File: config.mk
export PLATFORM = sky130hd
export DESIGN_NAME = llsc_mem_ctrl
export DESIGN_NICKNAME = d
export VERILOG_FILES = /design/src/rtl/llsc_mem_ctrl.sv
export SDC_FILE = /design/constraint.sdc
export NUM_CORES = 1
export LEC_CHECK = 0
export BUFFER_PORTS_ARGS = -buffer_cell sky130_fd_sc_hd__buf_4
export CAP_MARGIN = 40
export CORE_MARGIN = 3
export CORE_UTILIZATION = 43
export CTS_CLUSTER_DIAMETER = 150
export DETAILED_ROUTE_END_ITERATION = 8
export GPL_ROUTABILITY_DRIVEN = 0
export PLACE_DENSITY = 0.8
export SYNTH_ARGS = -nofsm -noshare
export SYNTH_HDL_FRONTEND = slang
export SYNTH_SLANG_ARGS = --single-unit
File: constraint.sdc
create_clock -name clk -period 2.7 [get_ports clk]
set_input_delay 0.54 -clock clk [delete_from_list [all_inputs] [get_ports clk]]
set_output_delay 0.54 -clock clk [all_outputs]
set_load 0.02 [all_outputs]
File: src/rtl/llsc_mem_ctrl.sv
// llsc_mem_ctrl: MEM-stage LL/SC controller; runs the bus access, decides SC success, drives the LL-bit write port.
// Define LLSC_ADDR_CHECK_EN to add link-address tracking with external-store snooping.
module llsc_mem_ctrl #(
  parameter int ADDR_W = 32,
  parameter int DATA_W = 32
) (
  input  logic              clk,
  input  logic              rst,
  input  logic              flush,
  input  logic              op_valid,
  input  logic              op_ll,
  input  logic              op_sc,
  input  logic [ADDR_W-1:0] addr,
  input  logic [DATA_W-1:0] sc_wdata,
  input  logic              ll_bit,
  output logic              llbit_we,
  output logic              llbit_wdata,
  output logic              bus_req,
  output logic              bus_we,
  output logic [ADDR_W-1:0] bus_addr,
  output logic [DATA_W-1:0] bus_wdata,
  input  logic              bus_ack,
  input  logic [DATA_W-1:0] bus_rdata,
  output logic              stall_o,
  output logic              addr_err,
  output logic              res_valid,
  output logic [DATA_W-1:0] res_data,
  input  logic              snoop_valid,
  input  logic [ADDR_W-1:0] snoop_addr
);

  typedef enum logic [1:0] {
    IDLE,
    LL_BUS,
    SC_BUS,
    DONE
  } state_t;

  state_t            state_q, state_d;
  logic [ADDR_W-1:0] busAddr_q, busAddr_d;
  logic [DATA_W-1:0] busWdata_q, busWdata_d;
  logic [DATA_W-1:0] resData_q, resData_d;

  logic wordAligned;
  logic isLl;
  logic isSc;
  logic scOk;

  assign wordAligned = (addr[1:0] == 2'b00);
  assign isLl        = op_valid & op_ll;
  assign isSc        = op_valid & op_sc & ~op_ll;

`ifdef LLSC_ADDR_CHECK_EN
  logic [ADDR_W-1:2] linkAddr_q, linkAddr_d;
  logic              linkValid_q, linkValid_d;
  logic              snoopHitsLink;
  logic              snoopHitsSc;
  logic              unusedSnoopLo;

  assign snoopHitsLink = snoop_valid & (snoop_addr[ADDR_W-1:2] == linkAddr_q);
  assign snoopHitsSc   = snoop_valid & (snoop_addr[ADDR_W-1:2] == addr[ADDR_W-1:2]);
  assign unusedSnoopLo = ^snoop_addr[1:0];
  assign scOk = ll_bit & linkValid_q & (addr[ADDR_W-1:2] == linkAddr_q) & ~snoopHitsSc;

  // An LL completion arms the link; SC completion, flush or a matching external store disarm it.
  always_comb begin
    linkAddr_d  = linkAddr_q;
    linkValid_d = linkValid_q;
    if (snoopHitsLink) begin
      linkValid_d = 1'b0;
    end
    if (state_q == LL_BUS && bus_ack) begin
      linkAddr_d  = busAddr_q[ADDR_W-1:2];
      linkValid_d = 1'b1;
    end
    if (state_q == SC_BUS && bus_ack) begin
      linkValid_d = 1'b0;
    end
    if (flush) begin
      linkValid_d = 1'b0;
    end
  end

  always_ff @(posedge clk) begin
    if (rst) begin
      linkAddr_q  <= '0;
      linkValid_q <= 1'b0;
    end else begin
      linkAddr_q  <= linkAddr_d;
      linkValid_q <= linkValid_d;
    end
  end
`else
  logic unusedSnoop;

  assign unusedSnoop = ^{snoop_valid, snoop_addr};
  assign scOk        = ll_bit;
`endif

  // Next-state and per-cycle control; flush overrides whatever the current state decided.
  always_comb begin
    state_d     = state_q;
    busAddr_d   = busAddr_q;
    busWdata_d  = busWdata_q;
    resData_d   = resData_q;
    llbit_we    = 1'b0;
    llbit_wdata = 1'b0;
    stall_o     = 1'b0;
    addr_err    = 1'b0;
    res_valid   = 1'b0;

    case (state_q)
      IDLE: begin
        if (isLl || isSc) begin
          if (!wordAligned) begin
            addr_err = 1'b1;
          end else if (isLl) begin
            stall_o   = 1'b1;
            busAddr_d = {addr[ADDR_W-1:2], 2'b00};
            state_d   = LL_BUS;
          end else if (scOk) begin
            stall_o    = 1'b1;
            busAddr_d  = {addr[ADDR_W-1:2], 2'b00};
            busWdata_d = sc_wdata;
            state_d    = SC_BUS;
          end else begin
            stall_o   = 1'b1;
            resData_d = '0;
            state_d   = DONE;
          end
        end
      end
      LL_BUS: begin
        stall_o = 1'b1;
        if (bus_ack) begin
          llbit_we    = 1'b1;
          llbit_wdata = 1'b1;
          resData_d   = bus_rdata;
          state_d     = DONE;
        end
      end
      SC_BUS: begin
        stall_o = 1'b1;
        if (bus_ack) begin
          llbit_we    = 1'b1;
          llbit_wdata = 1'b0;
          resData_d   = {{(DATA_W-1){1'b0}}, 1'b1};
          state_d     = DONE;
        end
      end
      DONE: begin
        res_valid = 1'b1;
        state_d   = IDLE;
      end
      default: begin
        state_d = IDLE;
      end
    endcase

    if (flush) begin
      state_d     = IDLE;
      busAddr_d   = busAddr_q;
      busWdata_d  = busWdata_q;
      resData_d   = resData_q;
      llbit_we    = 1'b0;
      llbit_wdata = 1'b0;
      stall_o     = 1'b0;
      addr_err    = 1'b0;
      res_valid   = 1'b0;
    end
  end

  always_ff @(posedge clk) begin
    if (rst) begin
      state_q    <= IDLE;
      busAddr_q  <= '0;
      busWdata_q <= '0;
      resData_q  <= '0;
    end else begin
      state_q    <= state_d;
      busAddr_q  <= busAddr_d;
      busWdata_q <= busWdata_d;
      resData_q  <= resData_d;
    end
  end

  assign bus_req   = (state_q == LL_BUS) || (state_q == SC_BUS);
  assign bus_we    = (state_q == SC_BUS);
  assign bus_addr  = busAddr_q;
  assign bus_wdata = busWdata_q;
  assign res_data  = resData_q;

endmodule

# Word-level counts from Yosys, hierarchy flattened
# Index checks and enable logic that the tools add are counted.
[classes]
mux = 30
bitwise = 6
eq_ne = 10
reduce_logical = 12
[op_table]
columns = ["op", "count"]
rows = [
  ["32-bit two-way mux", 8],
  ["32-bit one-hot mux with 3 select lines", 1],
  ["1-bit two-way mux", 15],
  ["2-bit != test (second input constant)", 5],
  ["2-bit two-way mux", 4],
  ["8-bit AND reduction", 1],
  ["2-bit one-hot mux with 3 select lines", 1],
  ["6-bit AND reduction", 1],
  ["5-bit AND reduction", 1],
  ["2-bit == test (second input constant)", 2],
  ["2-bit zero test", 2],
  ["2-bit by 1-bit != test with 1-bit output (second input constant)", 2],
  ["2-bit OR reduction", 2],
  ["1-bit AND", 3],
  ["1-bit NOT", 3],
  ["3-bit AND reduction", 1],
  ["3-bit nonzero test", 1],
  ["2-bit by 1-bit == test with 1-bit output (second input constant)", 1],
  ["1-bit logical OR", 2],
  ["1-bit one-hot mux with 2 select lines", 1],
  ["2-bit nonzero test", 1],
]
[totals]
elab_cells = 62
ff_bits = 98

# Longest topological paths before layout
# Gate-level depths: netlist of the first run.
[logic_depth]
depth_word = 6
depth_mapped = 8

# Least setup slack after synthesis of the first run
# No wires, ideal clock.
[synth_path]
path_type = "reg-to-output"
start = "register state_q[0]"
end = "output stall_o"
path_stages_with_launch = 5
path_buffers = 0
arrival_time_ps = 1430
slack_ps = 730
required_ps = 2160
path_cell_list = "dfxtp_1 inv_1 ha_1 a21oi_1 nor3_1"
[synth_via]
elab_chain_cells = 4
elab_cells_between_ends = 6
cone_classes = "2 x eq/ne; 2 x mux; 2 x reduce/logical"
[synth_rtl]
columns = ["item", "line_no", "text"]
rows = [
  ["from (decl)", "39", "state_t state_q, state_d;"],
  ["from (signal assigned)", "180", "state_q <= state_d;"],
  ["2-bit == test or 2-bit by 1-bit == test with 1-bit output (tied branches)", "112", "case (state_q)"],
  ["2-bit OR reduction (no source line)", "n/a", ""],
  ["1-bit one-hot mux with 2 select lines (*)", "112", ""],
  ["1-bit two-way mux (*)", "160", "if (flush) begin"],
  ["to (decl)", "24", "output logic stall_o,"],
]
# Mark *: on every way between the ends. The rest lies on a longest branch, timed or not.

# Final worst setup path of the first run
# Ends and elaborated chain as after synthesis.

==> flow_summary.toml, run 1 <==
[global_route]
groute.usage.overall = 0.212
grt_pass1_vias = 3693
antenna_found_initial = 0
grt_pass1_wl_mm = 17.3
grt_overflow = 0
grt_start_max_net_pins = 52

[sta]
rsz0062_at_grt = "no"
setup_viol = 0
clock_skew_ns = 0.00799
setup_tns_ns = 0
fin_crit_sh = 0.856
maxSlewHeadroom = 0.623
finalHoldViolCount = 0
period_needed_ns = 2.31
worst_pin_slew_ns = 0.565
max_freq_mhz = 433
holdWs_ns = 0.431
slew_viol_final = 0

[synth]
synth-seq-cells = 96
synth_seq_area_share = 0.501
syn_area_per_cell_um2 = 8.27
synth.distinct_cells = 33
synth_top_cell_by_area = "dfxtp_1"
synth_top_area_share = 0.501
synth_area_um2 = 3840
syn_inst = 464
synth_area_leaders = "dfxtp_1, nand2_1, a21oi_1, o32ai_1, nand3_1"
yosysWarningCount = 0

[setup_path]
reg2reg_depth = 7
crit_path_top_delay_cell = "dfxtp_1"
cp_max_fo = 5
rrSetupSlack_ns = 0.73
arrival_ns = 1.77
timing.rr.end = "res_data[11]"
critPathCaptureType = "output pin"
r2r_start = "state_q[0]"
cp-start-kind = "register"
critPathMaxStageDelay_ns = 0.36
crit_chain = "inv_1, ha_1, o211a_1, a21oi_1, nor3_1, buf_4"
critPathKind = "reg -> out"
crit_path_end = "stall_o"
required_ns = 2.16
startpoint = "state_q[0]"

[cells_and_area]
drive_above_1_share = 0.360
nets = 792
fillers = 693
seq_area_um2 = 1920
n_antenna_cell = 0
multi_input_area_um2 = 1570
syn_to_final_growth_pct = 45.5

[placed_design]
hpwl_mm = 8.38
io_buffers = 204

[power]
cellPowerDensity_nw_per_um2 = 474
peakVddDrop_uv = 322
leakage_nw = 2.28
power_mw = 2.65

[routing]
viasPerCell = 5.03
drt_wl_total_mm = 11.1
dr.pass1.iters = 4
vias = 3815
final_antenna_net_count = 0
drc_errors = 0
drt-initial-drc-count = 122
wl_per_cell_um = 14.7

[floorplan]
die_h_um = 100
ios = 240
initial_core_util = 0.456
std_cell_rows = 33
core_um2 = 8420
die_w_um = 100
dieArea_um2 = 10100

[worst_hold_path]
hold_class = "in -> reg"

[cts]
cts_hold_buf = 0
ctsResizeCount = 0
cts.sinks = 96
insertion_delay_ns = 0.35
cts_buffers = 9
cts-root-buf = "clkbuf_8"
cts_tree = "built"
cts.path.max_buffers = 2
cts_setup_buffers = 0
clk_pin_slew_worst_paths_ns = 0.09
htreeDepth = 3

[job]
cap_violations = 0

[outcome]
status = "completed"
==> final cells by class <==
type                            instances  share of cell area
Inverter                               34              0.0229
Clock buffer                           11              0.0253
Clock inverter                          4             0.00964
Tap cell                              105              0.0235
Timing Repair Buffer                  213               0.293
Sequential cell                        96               0.344
Multi-Input combinational cell        295               0.281
==> power by group <==
group          switching [mW]  leakage [nW]  internal, mW
Combinational           0.138          1.41         0.146
Clock                   0.479        0.0920         0.453
Sequential            0.00667         0.774          1.43
Total                   0.623          2.28          2.02
==> how the worst min path moves through the flow <==
stage,end,cells past startpoint,from,slack [ns]
floorplan,state_q[1],2,state_q[1],0.48
global placement,bus_wdata[17],2,bus_wdata[17],0.44
detailed placement,bus_addr[30],2,bus_addr[30],0.45
CTS,bus_addr[15],3,addr[15],0.41
global route,bus_addr[15],3,addr[15],0.41
finish,bus_wdata[1],3,sc_wdata[1],0.43
==> metal layers <==
layer	vias up	GRT usage	routed length (µm)
met2	163	0.366	5490
met1	1722	0.243	4270
li1	1922	-	-
met4	0	0.0508	90
met3	8	0.0893	1270
met5	-	0	0
==> cell families (layout without fill, tap and decap cells) <==
group	count (synthesis)	count (layout)	synth area share
mux	2	2	0.00522
simple gates	178	178	0.203
buf+inv	74	262	0.0913
flops	96	96	0.501
fa+ha+maj	6	6	0.0196
compound gates	107	107	0.179
other cells	1	2	0.000977
==> state kept, by name, summed over array words and instances (netlist names) <==
signal and count:
state_q 2, bus_addr 30, res_data 32, bus_wdata 32
==> cells in the final DEF, fill, tap and decap left out, types with 2 or more instances in the layout <==
master,count
a21oi_1,66
a31o_2,2
and3b_1,3
buf_12,3
buf_4,210
clkbuf_8,10
clkinvlp_4,2
conb_1,2
dfxtp_1,96
ha_1,6
inv_1,34
mux2i_1,2
nand2_1,127
nand3_1,31
nor2_1,3
nor2_2,2
nor2b_1,2
nor3_1,3
o21ai_0,2
o32ai_1,32
==> metrics by stage <==
stage          worst slack [ns]  cells  instance area (µm²)  utilization
4_1_cts                   0.391    758                 5580        0.663
3_5_place_dp              0.630    743                 5390        0.639
3_3_place_gp              0.684    743                 5390        0.639
5_1_grt                   0.281    758                 5580        0.663
2_1_floorplan             0.730    465                 3840            -
6_report                  0.390    758                 5580        0.663
==> cell usage after synthesis <==
master      n
a21boi_2    1
a21oi_1    66
a31o_2      2
and3b_1     3
and4_1      1
buf_1       2
buf_2       4
buf_4       6
buf_6       6
clkbuf_1   22
conb_1      1
dfxtp_1    96
ha_1        6
inv_1      34
mux2i_1     2
nand2_1   127
nand3_1    31
nand3b_1    1
nand4_1     1
nor2_1      3
nor2_2      2
nor2b_1     2
nor3_1      3
nor4_4      1
nor4bb_1    1
o211a_1     1
o211ai_1    1
o211ai_2    1
o21a_1      1
o21ai_0     2
o32ai_1    32
or2_2       1
or4b_1      1
==> critical path: cells and delay by family (launching register included) <==
family | cells | cell delay (ns)
adders and majority gates | 1 | 0.25
and+or+nand+nor | 1 | 0.17
buffers and inverters | 2 | 0.31
DFF | 1 | 0.36
AOI/OAI and AO/OA | 2 | 0.33
Power figures use the tool's default switching activity.
==> inputs of run 2 (changes only) <==
- CTS_BUF_LIST: default -> sky130_fd_sc_hd__clkbuf_4 sky130_fd_sc_hd__clkbuf_8 sky130_fd_sc_hd__clkbuf_16
- clock period: 2.7 -> 2.3 ns (I/O delays scaled with it)
==> flow_summary.toml, run 2 (synthesis gave the netlist of run 1 again) <==
[sta]
max_freq_mhz = 473
setup_viol = 0
setup_tns_ns = 0
period_needed_ns = 2.12
slew_viol_final = 0
fin_crit_sh = 0.920
rsz0062_at_grt = "no"
clock_skew_ns = 0.0136
finalHoldViolCount = 0

[floorplan]
std_cell_rows = 33
die_h_um = 100
die_w_um = 100
initial_core_util = 0.456
core_um2 = 8420
ios = 240
dieArea_um2 = 10100

[cts]
cts_buffers = 9
insertion_delay_ns = 0.35
cts_tree = "built"
cts_setup_buffers = 0
clk_pin_slew_worst_paths_ns = 0.10
cts.path.max_buffers = 2
htreeDepth = 3
cts.sinks = 96
cts-root-buf = "clkbuf_8"

[routing]
vias = 3841
final_antenna_net_count = 0
drt-initial-drc-count = 128
dr.pass1.iters = 4
drc_errors = 0
wl_per_cell_um = 14.4
viasPerCell = 5.04
drt_wl_total_mm = 11.0

[cells_and_area]
drive_above_1_share = 0.370
final_cell_mix = "buf_4, nand2_1, dfxtp_1, a21oi_1, inv_1"
syn_to_final_growth_pct = 45.5
n_antenna_cell = 0
multi_input_area_um2 = 1570
final_common_cell = "buf_4"
seq_area_um2 = 1920
fillers = 707
final_area_um2 = 5580
nets = 795

[worst_hold_path]
hold_depth = 3
hold_class = "in -> reg"

[setup_path]
arrival_ns = 1.66
critPathKind = "reg -> out"
reg2reg_depth = 7
cp-start-kind = "register"
required_ns = 1.84
cp_max_fo = 5
critPathCaptureType = "output pin"

[global_route]
grt_pass1_vias = 3700
grt_overflow = 0
antenna_found_initial = 0
grt_pass1_wl_mm = 17.1
grt_start_max_net_pins = 47
groute.usage.overall = 0.209

[power]
peakVddDrop_uv = 324
cellPowerDensity_nw_per_um2 = 548
leakage_nw = 2.30

[placed_design]
place_area_um2 = 5380
hpwl_mm = 8.29
io_buffers = 204

[job]
cap_violations = 0

[outcome]
status = "completed"
-- run 2: cell types whose count changed in the layout (fill, tap and decap cells not counted) --
cell / delta
clkinv_4: +1
nor3_1: -1
clkbuf_1: -1
clkbuf_8: +1
inv_6: +1
dfxtp_2: +2
nor3_2: +1
dfxtp_1: -2
bufinv_16: -1
buf_12: -2
clkinv_2: +1
clkinvlp_4: -1
buf_4: +5
-- run 2: timing repair --
action                     4_1_cts  5_1_grt
hold buffers                     0        0
gates resized for setup          0        3
setup endpoints to repair        0        1
-- run 2: path summary, 6_finish.rpt --
| path | start | end | slack [ns] |
|---|---|---|---|
| setup / recovery | state_q[0] | stall_o | 0.18 |
| hold / removal | sc_wdata[26] | bus_wdata[26] | 0.34 |
| setup reg to reg | state_q[0] | res_data[6] | 0.53 |
| hold reg to reg | bus_wdata[14] | bus_wdata[14] | 0.46 |
-- run 2: critical path, stage by stage (launching register included) --
cell	delay (ns)
dfxtp_2	0.36
inv_1	0.10
ha_1	0.24
o211a_1	0.23
a21oi_1	0.08
nor3_2	0.13
buf_4	0.17
-- run 2: area by class of cell --
type | instances | share of cell area
multi-input combinational | 295 | 0.282
timing repair buffer | 216 | 0.293
sequential | 96 | 0.345
inverter | 34 | 0.0229
clock buffer | 11 | 0.0271
tap | 105 | 0.0235
clock inverter | 5 | 0.00695
-- run 2: metal layers --
metal  up-vias  part of all wire  track usage
li1       1930                 -            -
met1      1741              0.39        0.235
met2       156              0.48        0.351
met3        14              0.12       0.0983
met4         0             0.013       0.0674
met5         -                 0            0
-- run 2: per-stage QoR --
stage	cells	hold slack [ns]	worst slack [ns]	power (mW)	util
finish	762	0.344	0.184	3.06	0.663
CTS	762	0.322	0.0765	3.09	0.662
detailed placement	746	0.447	0.464	2.05	0.639
floorplan	465	0.483	0.410	1.86	-
global route	762	0.322	0.0400	3.19	0.663
global placement	746	0.442	0.513	2.05	0.639
-- run 2: power by group --
group / switching [mW] / internal (mW)
sequential: 0.00791 / 1.67
clock: 0.582 / 0.461
combinational: 0.162 / 0.172
